File: src/rtl/csr_file_pkg.sv
// rtl/csr_file_pkg.sv - machine-mode CSR addresses, reset values, write masks and helpers
package csr_file_pkg;

    localparam logic [11:0] CSR_MSTATUS  = 12'h300;
    localparam logic [11:0] CSR_MISA     = 12'h301;
    localparam logic [11:0] CSR_MIE      = 12'h304;
    localparam logic [11:0] CSR_MTVEC    = 12'h305;
    localparam logic [11:0] CSR_MSCRATCH = 12'h340;
    localparam logic [11:0] CSR_MEPC     = 12'h341;
    localparam logic [11:0] CSR_MCAUSE   = 12'h342;
    localparam logic [11:0] CSR_MCYCLE   = 12'hB00;
    localparam logic [11:0] CSR_MINSTRET = 12'hB02;
    localparam logic [11:0] CSR_MCYCLEH  = 12'hB80;
    localparam logic [11:0] CSR_MINSTRETH = 12'hB82;
    localparam logic [11:0] CSR_CYCLE    = 12'hC00;
    localparam logic [11:0] CSR_INSTRET  = 12'hC02;
    localparam logic [11:0] CSR_CYCLEH   = 12'hC80;
    localparam logic [11:0] CSR_INSTRETH = 12'hC82;
    localparam logic [11:0] CSR_MHARTID  = 12'hF14;

    localparam logic [31:0] MSTATUS_RESET = 32'h0000_1800;
    localparam logic [31:0] MSTATUS_FIXED = 32'h0000_1800;
    localparam logic [31:0] MSTATUS_WMASK = 32'h0000_0088;
    localparam logic [31:0] MIE_WMASK     = 32'h0000_0888;
    localparam logic [31:0] MTVEC_WMASK   = 32'hFFFF_FFFC;
    localparam logic [31:0] MEPC_WMASK    = 32'hFFFF_FFFE;
    localparam logic [31:0] MISA_VALUE    = 32'h4000_1100;
    localparam logic [31:0] MHARTID_VALUE = 32'h0000_0000;

    // Addresses that accept writes; everything else drops them.
    function automatic logic csr_writable(input logic [11:0] a);
        case (a)
            CSR_MSTATUS, CSR_MIE, CSR_MTVEC, CSR_MSCRATCH, CSR_MEPC, CSR_MCAUSE,
            CSR_MCYCLE, CSR_MCYCLEH, CSR_MINSTRET, CSR_MINSTRETH: return 1'b1;
            default: return 1'b0;
        endcase
    endfunction

    // Value a register holds (and reads back) after being written with d.
    function automatic logic [31:0] csr_view(input logic [11:0] a, input logic [31:0] d);
        case (a)
            CSR_MSTATUS: return (d & MSTATUS_WMASK) | MSTATUS_FIXED;
            CSR_MIE:     return d & MIE_WMASK;
            CSR_MTVEC:   return d & MTVEC_WMASK;
            CSR_MEPC:    return d & MEPC_WMASK;
            default:     return d;
        endcase
    endfunction

    // {hit, masked data} for register a; the interrupt-controller port wins.
    function automatic logic [32:0] csr_sel(input logic [11:0] a,
                                            input logic int_we, input logic [11:0] int_addr,
                                            input logic [31:0] int_data,
                                            input logic ex_we, input logic [11:0] ex_addr,
                                            input logic [31:0] ex_data);
        if (int_we && int_addr == a)
            return {1'b1, csr_view(a, int_data)};
        else if (ex_we && ex_addr == a)
            return {1'b1, csr_view(a, ex_data)};
        else
            return 33'd0;
    endfunction

endpackage

File: src/rtl/csr_file_counter64.sv
// rtl/csr_file_counter64.sv - 64-bit counter with per-half writes that suppress the increment
module csr_counter64 (
    input  logic        clk,
    input  logic        rst,
    input  logic        inc,
    input  logic        we_lo,
    input  logic        we_hi,
    input  logic [31:0] wdata_lo,
    input  logic [31:0] wdata_hi,
    output logic [63:0] count
);

    // A write to either half replaces only that half and blocks the increment.
    always_ff @(posedge clk) begin
        if (rst) begin
            count <= 64'd0;
        end else if (we_lo || we_hi) begin
            if (we_lo) count[31:0]  <= wdata_lo;
            if (we_hi) count[63:32] <= wdata_hi;
        end else if (inc) begin
            count <= count + 64'd1;
        end
    end

endmodule

File: src/rtl/csr_file.sv
// rtl/csr_file.sv - machine-mode CSR register file with dual write ports and 64-bit counters
module csr_file
    import csr_file_pkg::*;
(
    input  logic        clk,
    input  logic        rst,
    input  logic        ex_we_i,
    input  logic [11:0] ex_waddr_i,
    input  logic [31:0] ex_wdata_i,
    input  logic [11:0] ex_raddr_i,
    output logic [31:0] ex_rdata_o,
    input  logic        int_we_i,
    input  logic [31:0] int_waddr_i,
    input  logic [31:0] int_wdata_i,
    input  logic        instret_i,
    output logic [31:0] mtvec_o,
    output logic [31:0] mepc_o,
    output logic [31:0] mstatus_o,
    output logic        global_int_en_o
);

    logic [11:0] int_addr;
    logic        unused_int_addr_hi;
    logic        ex_we_eff;

    assign int_addr           = int_waddr_i[11:0];
    assign unused_int_addr_hi = ^int_waddr_i[31:12];
    // The execute write is dropped when it collides with an interrupt-controller write.
    assign ex_we_eff = ex_we_i && !(int_we_i && int_addr == ex_waddr_i);

    logic [31:0] mstatus_q, mie_q, mtvec_q, mscratch_q, mepc_q, mcause_q;
    logic [63:0] mcycle, minstret;

    logic [32:0] w_mstatus, w_mie, w_mtvec, w_mscratch, w_mepc, w_mcause;
    logic [32:0] w_mcycle, w_mcycleh, w_minstret, w_minstreth;

    assign w_mstatus   = csr_sel(CSR_MSTATUS,   int_we_i, int_addr, int_wdata_i, ex_we_eff, ex_waddr_i, ex_wdata_i);
    assign w_mie       = csr_sel(CSR_MIE,       int_we_i, int_addr, int_wdata_i, ex_we_eff, ex_waddr_i, ex_wdata_i);
    assign w_mtvec     = csr_sel(CSR_MTVEC,     int_we_i, int_addr, int_wdata_i, ex_we_eff, ex_waddr_i, ex_wdata_i);
    assign w_mscratch  = csr_sel(CSR_MSCRATCH,  int_we_i, int_addr, int_wdata_i, ex_we_eff, ex_waddr_i, ex_wdata_i);
    assign w_mepc      = csr_sel(CSR_MEPC,      int_we_i, int_addr, int_wdata_i, ex_we_eff, ex_waddr_i, ex_wdata_i);
    assign w_mcause    = csr_sel(CSR_MCAUSE,    int_we_i, int_addr, int_wdata_i, ex_we_eff, ex_waddr_i, ex_wdata_i);
    assign w_mcycle    = csr_sel(CSR_MCYCLE,    int_we_i, int_addr, int_wdata_i, ex_we_eff, ex_waddr_i, ex_wdata_i);
    assign w_mcycleh   = csr_sel(CSR_MCYCLEH,   int_we_i, int_addr, int_wdata_i, ex_we_eff, ex_waddr_i, ex_wdata_i);
    assign w_minstret  = csr_sel(CSR_MINSTRET,  int_we_i, int_addr, int_wdata_i, ex_we_eff, ex_waddr_i, ex_wdata_i);
    assign w_minstreth = csr_sel(CSR_MINSTRETH, int_we_i, int_addr, int_wdata_i, ex_we_eff, ex_waddr_i, ex_wdata_i);

    // Plain register updates; reset overrides every write.
    always_ff @(posedge clk) begin
        if (rst) begin
            mstatus_q  <= MSTATUS_RESET;
            mie_q      <= 32'd0;
            mtvec_q    <= 32'd0;
            mscratch_q <= 32'd0;
            mepc_q     <= 32'd0;
            mcause_q   <= 32'd0;
        end else begin
            if (w_mstatus[32])  mstatus_q  <= w_mstatus[31:0];
            if (w_mie[32])      mie_q      <= w_mie[31:0];
            if (w_mtvec[32])    mtvec_q    <= w_mtvec[31:0];
            if (w_mscratch[32]) mscratch_q <= w_mscratch[31:0];
            if (w_mepc[32])     mepc_q     <= w_mepc[31:0];
            if (w_mcause[32])   mcause_q   <= w_mcause[31:0];
        end
    end

    csr_counter64 u_mcycle (
        .clk      (clk),
        .rst      (rst),
        .inc      (1'b1),
        .we_lo    (w_mcycle[32]),
        .we_hi    (w_mcycleh[32]),
        .wdata_lo (w_mcycle[31:0]),
        .wdata_hi (w_mcycleh[31:0]),
        .count    (mcycle)
    );

    csr_counter64 u_minstret (
        .clk      (clk),
        .rst      (rst),
        .inc      (instret_i),
        .we_lo    (w_minstret[32]),
        .we_hi    (w_minstreth[32]),
        .wdata_lo (w_minstret[31:0]),
        .wdata_hi (w_minstreth[31:0]),
        .count    (minstret)
    );

    logic [32:0] fwd;
    assign fwd = csr_sel(ex_raddr_i, int_we_i, int_addr, int_wdata_i, ex_we_i, ex_waddr_i, ex_wdata_i);

    // Read mux with same-cycle forwarding of pending writes to writable registers.
    always_comb begin
        ex_rdata_o = 32'd0;
        case (ex_raddr_i)
            CSR_MSTATUS:                 ex_rdata_o = mstatus_q;
            CSR_MISA:                    ex_rdata_o = MISA_VALUE;
            CSR_MIE:                     ex_rdata_o = mie_q;
            CSR_MTVEC:                   ex_rdata_o = mtvec_q;
            CSR_MSCRATCH:                ex_rdata_o = mscratch_q;
            CSR_MEPC:                    ex_rdata_o = mepc_q;
            CSR_MCAUSE:                  ex_rdata_o = mcause_q;
            CSR_MCYCLE,   CSR_CYCLE:     ex_rdata_o = mcycle[31:0];
            CSR_MCYCLEH,  CSR_CYCLEH:    ex_rdata_o = mcycle[63:32];
            CSR_MINSTRET, CSR_INSTRET:   ex_rdata_o = minstret[31:0];
            CSR_MINSTRETH, CSR_INSTRETH: ex_rdata_o = minstret[63:32];
            CSR_MHARTID:                 ex_rdata_o = MHARTID_VALUE;
            default:                     ex_rdata_o = 32'd0;
        endcase
        if (csr_writable(ex_raddr_i) && fwd[32])
            ex_rdata_o = fwd[31:0];
    end

    assign mtvec_o         = mtvec_q;
    assign mepc_o          = mepc_q;
    assign mstatus_o       = mstatus_q;
    assign global_int_en_o = mstatus_q[3];

endmodule

File: config.mk
export PLATFORM = sky130hd
export DESIGN_NAME = csr_file
export DESIGN_NICKNAME = d
export VERILOG_FILES = /design/src/rtl/csr_file_pkg.sv /design/src/rtl/csr_file_counter64.sv /design/src/rtl/csr_file.sv
export SDC_FILE = /design/constraint.sdc
export NUM_CORES = 1
export LEC_CHECK = 0
export BUFFER_PORTS_ARGS = -buffer_cell sky130_fd_sc_hd__buf_2
export CAP_MARGIN = 0
export CORE_MARGIN = 8
export CORE_UTILIZATION = 44
export DETAILED_ROUTE_END_ITERATION = 6
export PLACE_DENSITY = 0.66
export SLEW_MARGIN = 15
export SYNTH_ARGS = -nofsm -noshare
export SYNTH_HDL_FRONTEND = slang
export SYNTH_HIERARCHICAL = 1
export SYNTH_SLANG_ARGS = --single-unit
File: constraint.sdc
create_clock -name clk -period 3 [get_ports clk]
set_input_delay 0.15 -clock clk [delete_from_list [all_inputs] [get_ports clk]]
set_output_delay 0.15 -clock clk [all_outputs]
set_load 0.02 [all_outputs]
## Word level (Yosys, flattened, before mapping)

Index checks and enable logic that the tools add are counted.

| word-level totals | value |
|---|---|
| register bits after elaboration | 320 |
| word-level logic and storage cells | 124 |
| output and inout port bits | 129 |
| input bits | 125 |

| cells by class | value |
|---|---|
| $add $sub $neg | 2 |
| mux-type cells | 34 |
| equality and inequality tests | 42 |
| reductions and logical operators | 36 |

Operator list:

| operator | number |
|---|---|
| 33-bit 2-to-1 mux | 22 |
| 32-bit case mux with 11 select lines | 1 |
| 32-bit case mux with 4 select lines | 2 |
| 12-bit by 10-bit == test with 1-bit output, second input constant | 19 |
| 12-bit == test, second input constant | 16 |
| 64-bit 2-to-1 mux | 3 |
| 32-bit 2-to-1 mux | 5 |
| 64-bit by 1-bit adder with 64-bit output, second input constant | 2 |
| 12-bit == test | 3 |
| 1-bit logical AND | 25 |
| 10-bit OR reduction | 1 |
| 2-bit != test, second input constant | 4 |
| 2-bit OR reduction | 4 |
| 2-bit AND reduction | 2 |
| 1-bit logical OR | 2 |
| 2-bit nonzero test | 1 |
| 1-bit zero test | 1 |
| 1-bit 2-to-1 mux | 1 |

## Longest topological paths before layout

Gate-level depths: netlist of run 1.

| depth | value |
|---|---|
| depth in word-level cells | 10 |
| mapped depth | 15 |
| mapped depth without buffers | 12 |

## Modules after synthesis

Netlist of run 1, hierarchy kept.

By module, submodules not included:

| module | area an instance (um^2) | seq. area each (um^2) | cells each | instances |
|---|---|---|---|---|
| csr_file | 10880.4 | 2622.5 | 1367 | 1 |
| csr_counter64 (u_minstret) | 4206.5 | 1281.2 | 548 | 1 |
| csr_counter64 (u_mcycle) | 4031.4 | 1281.2 | 517 | 1 |

## Worst setup path before layout of run 1

Ideal clock, no wire load.

| path | value |
|---|---|
| path kind | in2reg |
| start point | input port int_waddr_i[0] |
| end point | register u_minstret.count[56] |
| required time | 2863 ps |
| path slack | -209 ps |
| stages | 15 |
| arrival time | 3072 ps |
| buffers on the path | 3 |
| library setup time | 137 ps |
| cell sequence | clkbuf_1 > xnor2_1 > nand3_1 > nor4_4 > or2_1 > nor3_1 > or2_2 > clkbuf_1 > nor2_1 > nand2_1 > nand2b_1 > clkbuf_1 > nand2_1 > mux2i_1 > a221oi_2 |

| on the way | value |
|---|---|
| word-level cells in the longest chain between the ends | 10 |
| elaborated cells between the ends (all ways) | 20 |
| those cells by class | eq/ne: 4; mux: 6; reduce/logical: 10 |

RTL lines:

| element | line | text |
|---|---|---|
| start: declaration | csr_file.sv:13 | `input logic [31:0] int_waddr_i,` |
| 12-bit == test | csr_file.sv:29 | `assign ex_we_eff = ex_we_i && !(int_we_i && int_addr == ex_waddr_i);` |
| 1-bit logical AND | csr_file.sv:29 |  |
| 1-bit zero test | csr_file.sv:29 |  |
| 1-bit logical AND | csr_file.sv:29 |  |
| 1-bit logical AND | csr_file_pkg.sv:58 | `else if (ex_we && ex_addr == a)` |
| 33-bit 2-to-1 mux | csr_file_pkg.sv:58 |  |
| 33-bit 2-to-1 mux * | csr_file_pkg.sv:56 | `if (int_we && int_addr == a)` |
| net w_minstret[32] | csr_file.sv:35 | `logic [32:0] w_mcycle, w_mcycleh, w_minstret, w_minstreth;` |
| 1-bit logical OR * | csr_file_counter64.sv:17 | `end else if (we_lo \|\| we_hi) begin` |
| 2-bit != test (no source line) / 2-bit nonzero test (equally long branches) | n/a |  |
| 2-bit AND reduction (no source line) | n/a |  |
| end signal: assignment | csr_file_counter64.sv:19 | `if (we_hi) count[63:32] <= wdata_hi;` |
| end signal: assignment | csr_file_counter64.sv:21 | `count <= count + 64'd1;` |
| end: declaration | csr_file_counter64.sv:10 | `output logic [63:0] count` |

Mark *: on every way through the listed nets, which the timed path passes. The rest lies on a longest branch. The select of a mux whose other input is x is not followed.
A chain may end at the register's enable or synchronous reset.

## Final worst setup path of run 1

| path | value |
|---|---|
| start point | input port ex_raddr_i[7] |
| end point | output port ex_rdata_o[8] |

| on the way | value |
|---|---|
| word-level cells in the longest chain between the ends | 6 |
| elaborated cells between the ends (all ways) | 32 |
| those cells by class | eq/ne: 17; mux: 7; reduce/logical: 8 |

RTL lines:

| element | line | text |
|---|---|---|
| start: declaration | csr_file.sv:10 | `input logic [11:0] ex_raddr_i,` |
| branches (longest 5 deep; another with 33-bit 2-to-1 mux) | n/a |  |
| 32-bit 2-to-1 mux * | csr_file.sv:110 | `if (csr_writable(ex_raddr_i) && fwd[32])` |
| end: declaration | csr_file.sv:11 | `output logic [31:0] ex_rdata_o,` |

Mark *: on every way between the ends.

==> run metrics, run 1 <==
H-tree depth 2; sequential area share after synthesis 0.271; final hold vios 0; status finished with violations; Final period util 0.924; Critical Path AT approximately 2600 ps; Num CTS Buffers 34; DRC 7; Port Buf Inserts between 200 and 250; routed len/inst roughly 27 µm; TritonCTS clock tree built; clock share of power 0.494; combinational share of power 0.097; root buffer cell clkbuf_16; largest net degree at the start of global routing a little over 40; ant diodes 0; global-route wire length before repair approximately 130 mm; routability cong. 0.978; Clock Latency Late Sink roughly 570 ps; Post-Place Cells between 3000 and 4000; gr ovfl total 0; Avg Synthesized Cell Area just under 8 µm²; critical path required time approximately 2900 ps; antenna violations before repair 4; Flop pwr share 0.409; Die X 224 µm; Worst Clk Skew approximately 20 ps; Layout Cells excl Fill between 3000 and 4000; DRT iter0 DRCs about 2900; startpoint types primary input; Post-Syn Instances 2432; routed vias/inst slightly below 7; Hold Crit Class in2reg; Routed WL 88.8 mm; Min Hold Slack 43.2 ps; Crit. End Element primary output; Placeable Area 0.0430 mm²; EDFF count, synth 0; Tmin final roughly 2800 ps; P_leak between 8 and 9 nW; Max VDD drop 0.000436 V; pwr/cell area roughly 370 mW/mm²; yosys warns 6; unrepaired setup endpoints after global routing no; internal power 6.12 mW; nets 2754; Reg clk slew, reported paths ~60 ps; gr usage total 0.336; DRT Pass-1 Iters 7; post-layout util 0.527; Main synth FF type dfxtp_1; failing checks DRC; Area growth syn-to-layout 18.6%; layout cells sized above 1 0.191; Initial Util 0.445; Netlist Area Pre-Place ~0.019 mm²; Worst R2R Setup Slack between 200 and 300 ps; via count 21800; I/O pin cnt 254; Detailed Place HPWL ~66 mm; switching power approximately 2.3 mW; critical path class in2out; number of clock sinks between 200 and 300; max_cap viols 0; Routed Antenna Nets 0; Slew Limit Fails 0; Yosys reg bits between 200 and 300; Die H 224 µm; FP Rows 76; Netlist cell types between 80 and 90; fmax between 0.3 and 0.4 GHz; die area between 0.05 and 0.06 mm²; Longest Clk Path Bufs 3; Final Setup Violations 0; actual slew at the worst max-slew pin 760 ps; critical path fanouts, max 11; switching part of the total 0.277; max_slew headroom 0.489; async set-or-reset flop fraction in the synthesized netlist 0; vias in the first global route between 20000 and 25000
[worst max-delay path, cell delays in order]
cell	delay [ps]
buf_2	210
or4_4	560
or3_1	390
nor3_4	230
buf_4	190
a222oi_1	100
and3_1	240
o22ai_1	310
buf_2	240
[sequential cells by signal, indices dropped and copies added (netlist names)]
register          count
mscratch_q           32
mtvec_o              30
mcause_q             32
mepc_o               31
mstatus_o             3
u_minstret/count     64
u_mcycle/count       64
mie_q                 3
[through the flow]
step | setup slack [ps] | instance area (µm²) | setup TNS (ps) | total power, mW
after floorplan | -4.51 | 19300 | -4.51 | 3.96
after global placement | 105 | 21200 | 0 | 4.27
after detailed placement | 68.2 | 21200 | 0 | 4.28
after CTS | 136 | 22700 | 0 | 8.44
after global routing | 238 | 22700 | 0 | 8.63
final | 229 | 22700 | 0 | 8.46
[cell usage after synthesis (all sizes together), types with 6 or more instances]
master / n / area, µm²
o211a: 6 / 60.1
mux2i: 253 / 2530
nand2: 290 / 1090
or2: 13 / 81.3
a211oi: 24 / 180
nor3: 72 / 417
mux2: 17 / 191
o21ai: 176 / 881
and3: 35 / 219
nand4: 71 / 472
clkbuf: 167 / 628
nand3: 96 / 480
nand2b: 10 / 62.6
a21boi: 16 / 120
and2: 18 / 113
or4: 9 / 78.8
buf: 108 / 622
inv: 23 / 86.3
a221oi: 38 / 339
o2bb2ai: 34 / 298
xor2: 33 / 289
nor2: 122 / 458
nor2b: 9 / 56.3
a21oi: 73 / 365
a311oi: 16 / 140
a222oi: 13 / 130
a31oi: 15 / 93.8
or3: 26 / 164
nor4: 44 / 360
o21a: 8 / 60.1
a22oi: 40 / 300
and4: 14 / 125
a22o: 137 / 1200
xnor2: 44 / 385
dfxtp: 259 / 5180
o22ai: 27 / 169
[repair_timing]
item	4_1_cts	5_1_grt
hold endpoints to repair	116	0
endpoints found under the setup margin	0	2
hold buffers	31	0
resized for setup	0	1
setup buffers	0	0
[final timing paths]
path	depth (start not counted)	start	end
worst max-delay path	9	ex_raddr_i[7]	ex_rdata_o[8]
worst max register to register	6	u_minstret/count[7]$_SDFFE_PP0P_	u_minstret/count[44]$_SDFFE_PP0P_
worst min register to register	2	mie_q[7]$_SDFFE_PP0P_	mie_q[7]$_SDFFE_PP0P_
worst min-delay path	3	int_wdata_i[3]	mscratch_q[3]$_SDFFE_PP0P_
[layout make-up]
cell class / count / area (µm²)
Fill cell: 4178 / 20300
Multi-Input combinational cell: 1909 / 12900
Sequential cell: 259 / 5180
Timing Repair Buffer: 399 / 2700
Clock buffer: 45 / 962
Tap cell: 585 / 732
Clock inverter: 14 / 148
Inverter: 24 / 90.1
[layout by cell type, fill, tap and decap left out, drive strengths merged, types with 45 or more instances in the layout]
cell	instances
a21oi	73
a22o	137
buf	368
clkbuf	45
dfxtp	259
mux2i	253
nand2	290
nand3	96
nand4	71
nor2	122
nor3	72
o21ai	176
[logic make-up after synthesis]
logic type      count (synthesis)  share of synthesized area
xor+xnor                       77                     0.0353
flops                         259                      0.271
other cells                     2                   0.000393
simple gates                  851                      0.229
fa+ha+maj                       2                    0.00131
compound gates                672                      0.250
buf+inv                       299                     0.0701
mux                           270                      0.142
[power by group through the flow]
stage                     Combinational (mW)  Sequential, mW  Clock [mW]
after floorplan                        0.433            3.53           0
after global placement                 0.736            3.53           0
after detailed placement               0.743            3.53           0
after CTS                              0.775            3.46        4.20
after global routing                   0.838            3.46        4.34
final                                  0.818            3.46        4.18
[per-layer routing]
metal  global-route usage  routed length (µm)  vias up
li1                     -                   -     9439
met1                0.441               34900    10500
met2                0.517               38900     1597
met3               0.0887               11400      271
met4                0.139                3590        8
met5                    0                  56        -
Note: power is estimated with default switching activity, not from simulation.
==> run 2, diff against run 1 <==
Settings changed: PLACE_DENSITY 0.66 to not set.
Clock period 3 ns to 3.5 ns, I/O delays scaled along.
==> run 2 against run 1 <==
Effect of this change: the flow now finishes without violations; die area is the same; critical path depth down 1; count of clock-buffer cells in the layout increased by 4; sequential power fell by 14%; utilization decreased by 1.3 points; final cell count shrank 1.9%; critical path type unchanged; largest cell class unchanged; via count decreased by 3.5%.
==> run metrics, run 2 (synthesis gave the netlist of run 1 again) <==
Die H 224 µm (unchanged); Worst path max stage delay 610 ps (was 560 ps); finished layout cell area 0.0221 mm² (was 0.0227 mm²); fill cell count 4203 (was 4178); Num CTS Buffers 35 (was 34); Routed Antenna Nets 0 (unchanged); critical path class in2out (unchanged); largest registers u_mcycle/count (64), u_minstret/count (64) (unchanged); Max VDD drop 0.000347 V (was 0.000436 V); gr ovfl total 0 (unchanged); critical path required time 3320 ps (was 2850 ps); FP Rows 76 (unchanged); Crit. End Element primary output (unchanged); gr usage total 0.342 (was 0.336); unrepaired setup endpoints after global routing no (unchanged); Longest Clk Path Bufs 3 (unchanged); max_cap viols 0 (unchanged); Area growth syn-to-layout 15.6% (was 18.6%); status completed (was finished with violations); Die X 224 µm (unchanged); routability cong. 0.984 (was 0.978); Setup TNS 0 ps (unchanged); Min Hold Slack 29.9 ps (was 43.2 ps); Post-Place Cells 3087 (was 3145); Layout Cells excl Fill 3172 (was 3235); Tmin final 3200 ps; post-layout util 0.514 (was 0.527); Worst Clk Skew 27.4 ps (was 20.0 ps); die area 0.0504 mm² (unchanged); most frequent cells in the layout 289 x nand2_1, 259 x dfxtp_1, 253 x mux2i_1 (unchanged); Reg clk slew, reported paths 60 ps (about the same); Clock Latency Late Sink 560 ps (was 570 ps); pwr/cell area 329 mW/mm² (was 373 mW/mm²); Final Setup Violations 0 (unchanged); Detailed Place HPWL 66.4 mm (was 65.9 mm); Multi-input gate area 0.0128 mm² (was 0.0129 mm²); Hold Crit Class in2reg (unchanged); Routed WL 90.0 mm (was 88.8 mm); I/O pin cnt 254 (unchanged); routed len/inst 28.4 µm (was 27.5 µm); DRC 0 (was 7); fmax 0.312 GHz; Initial Util 0.445 (unchanged); DRT iter0 DRCs 2962 (was 2855); max_slew headroom 0.318 (was 0.489); startpoint types primary input (unchanged); Final period util 0.915; vias in the first global route 20100 (was 20900); largest net degree at the start of global routing 96 (was 41); actual slew at the worst max-slew pin 1010 ps (was 760 ps); critical path fanouts, max 24 (was 11); critical-path cell list buf_4, xor2_1, nor4_4, and4_1, o221ai_2, inv_1, o22ai_1, buf_2 (was buf_2, or4_4, or3_1, nor3_4, buf_4, a222oi_1, and3_1, o22ai_1, buf_2); slowest library cell on the worst path nor4_4 (was or4_4); global-route wire length before repair 132 mm (about the same); Critical Path AT 3030 ps (was 2620 ps); Port Buf Inserts 202 (unchanged); P_leak 7.80 nW (was 8.13 nW); final hold vios 0 (unchanged); TritonCTS clock tree built (unchanged); most common cell after layout, fill and taps aside nand2_1 (unchanged); DRT Pass-1 Iters 6 (was 7); via count 21000 (was 21800); Seq. cell area 0.00518 mm² (unchanged); Placeable Area 0.0430 mm² (unchanged); DP Area 0.0207 mm² (was 0.0212 mm²); layout cells sized above 1 0.171 (was 0.191); H-tree depth 2 (unchanged); root buffer cell clkbuf_16 (unchanged); routed vias/inst 6.63 (was 6.74); number of clock sinks 259 (unchanged); Slew Limit Fails 0 (unchanged); antenna violations before repair 1 (was 4); nets 2691 (was 2754)
run 2: changes by cell type in the layout (fill, tap and decap cells not counted), sizes merged:
| cell | delta |
|---|---|
| diode | +3 |
| inv | -2 |
| clkinv | -2 |
| buf | -58 |
| dlygate4sd3 | -6 |
| clkinvlp | -2 |
| clkbuf | +4 |
run 2: final cells by class:
cell class | instances | area share
Clock buffer | 49 | 0.0461
Timing Repair Buffer | 335 | 0.0957
Multi-Input combinational cell | 1909 | 0.581
Clock inverter | 8 | 0.00492
Inverter | 24 | 0.00408
Sequential cell | 259 | 0.235
Antenna cell | 3 | 0.000340
Tap cell | 585 | 0.0331
run 2: worst max-delay path: cells and delay by family:
kind / cells / cell delay, ps
and+or+nand+nor: 2 / 980
AOI/OAI and AO/OA: 2 / 520
buffers and inverters: 3 / 1160
xor gates and xnor gates: 1 / 180
run 2: what timing repair did:
item,in CTS,in global routing
setup buffers,0,0
hold buffers,25,0
endpoints found under the hold margin,76,0
resized for setup,0,0
run 2: worst paths after layout:
path | start | endpoint | slack, ps | depth (start not counted)
hold / removal | int_wdata_i[0] | mscratch_q[0]$_SDFFE_PP0P_ | 30 | 3
hold reg to reg | mie_q[7]$_SDFFE_PP0P_ | mie_q[7]$_SDFFE_PP0P_ | 520 | 2
setup / recovery | ex_raddr_i[1] | ex_rdata_o[22] | 300 | 8
setup reg to reg | u_mcycle/count[7]$_SDFFE_PP0P_ | u_mcycle/count[63]$_SDFFE_PP0P_ | 420 | 8
run 2: stage by stage:
step,setup slack [ps],power [mW]
global route,195,7.45
CTS,400,7.29
detailed placement,178,3.65
finish,298,7.28
floorplan,266,3.40
global placement,236,3.65
run 2: per-layer routing:
metal  vias to the layer above  share of wire  track usage
met4                         0          0.035        0.120
met3                       200           0.12       0.0895
met5                         -              0            0
met2                      1375           0.44        0.522
li1                       9303              -            -
met1                     10100           0.41        0.460
run 2: where the power goes:
group	internal [mW]	leakage (nW)	total, mW	switching (mW)
Combinational	0.174	5.16	0.671	0.497
Sequential	2.95	2.09	2.97	0.0135
Clock	2.17	0.557	3.64	1.47
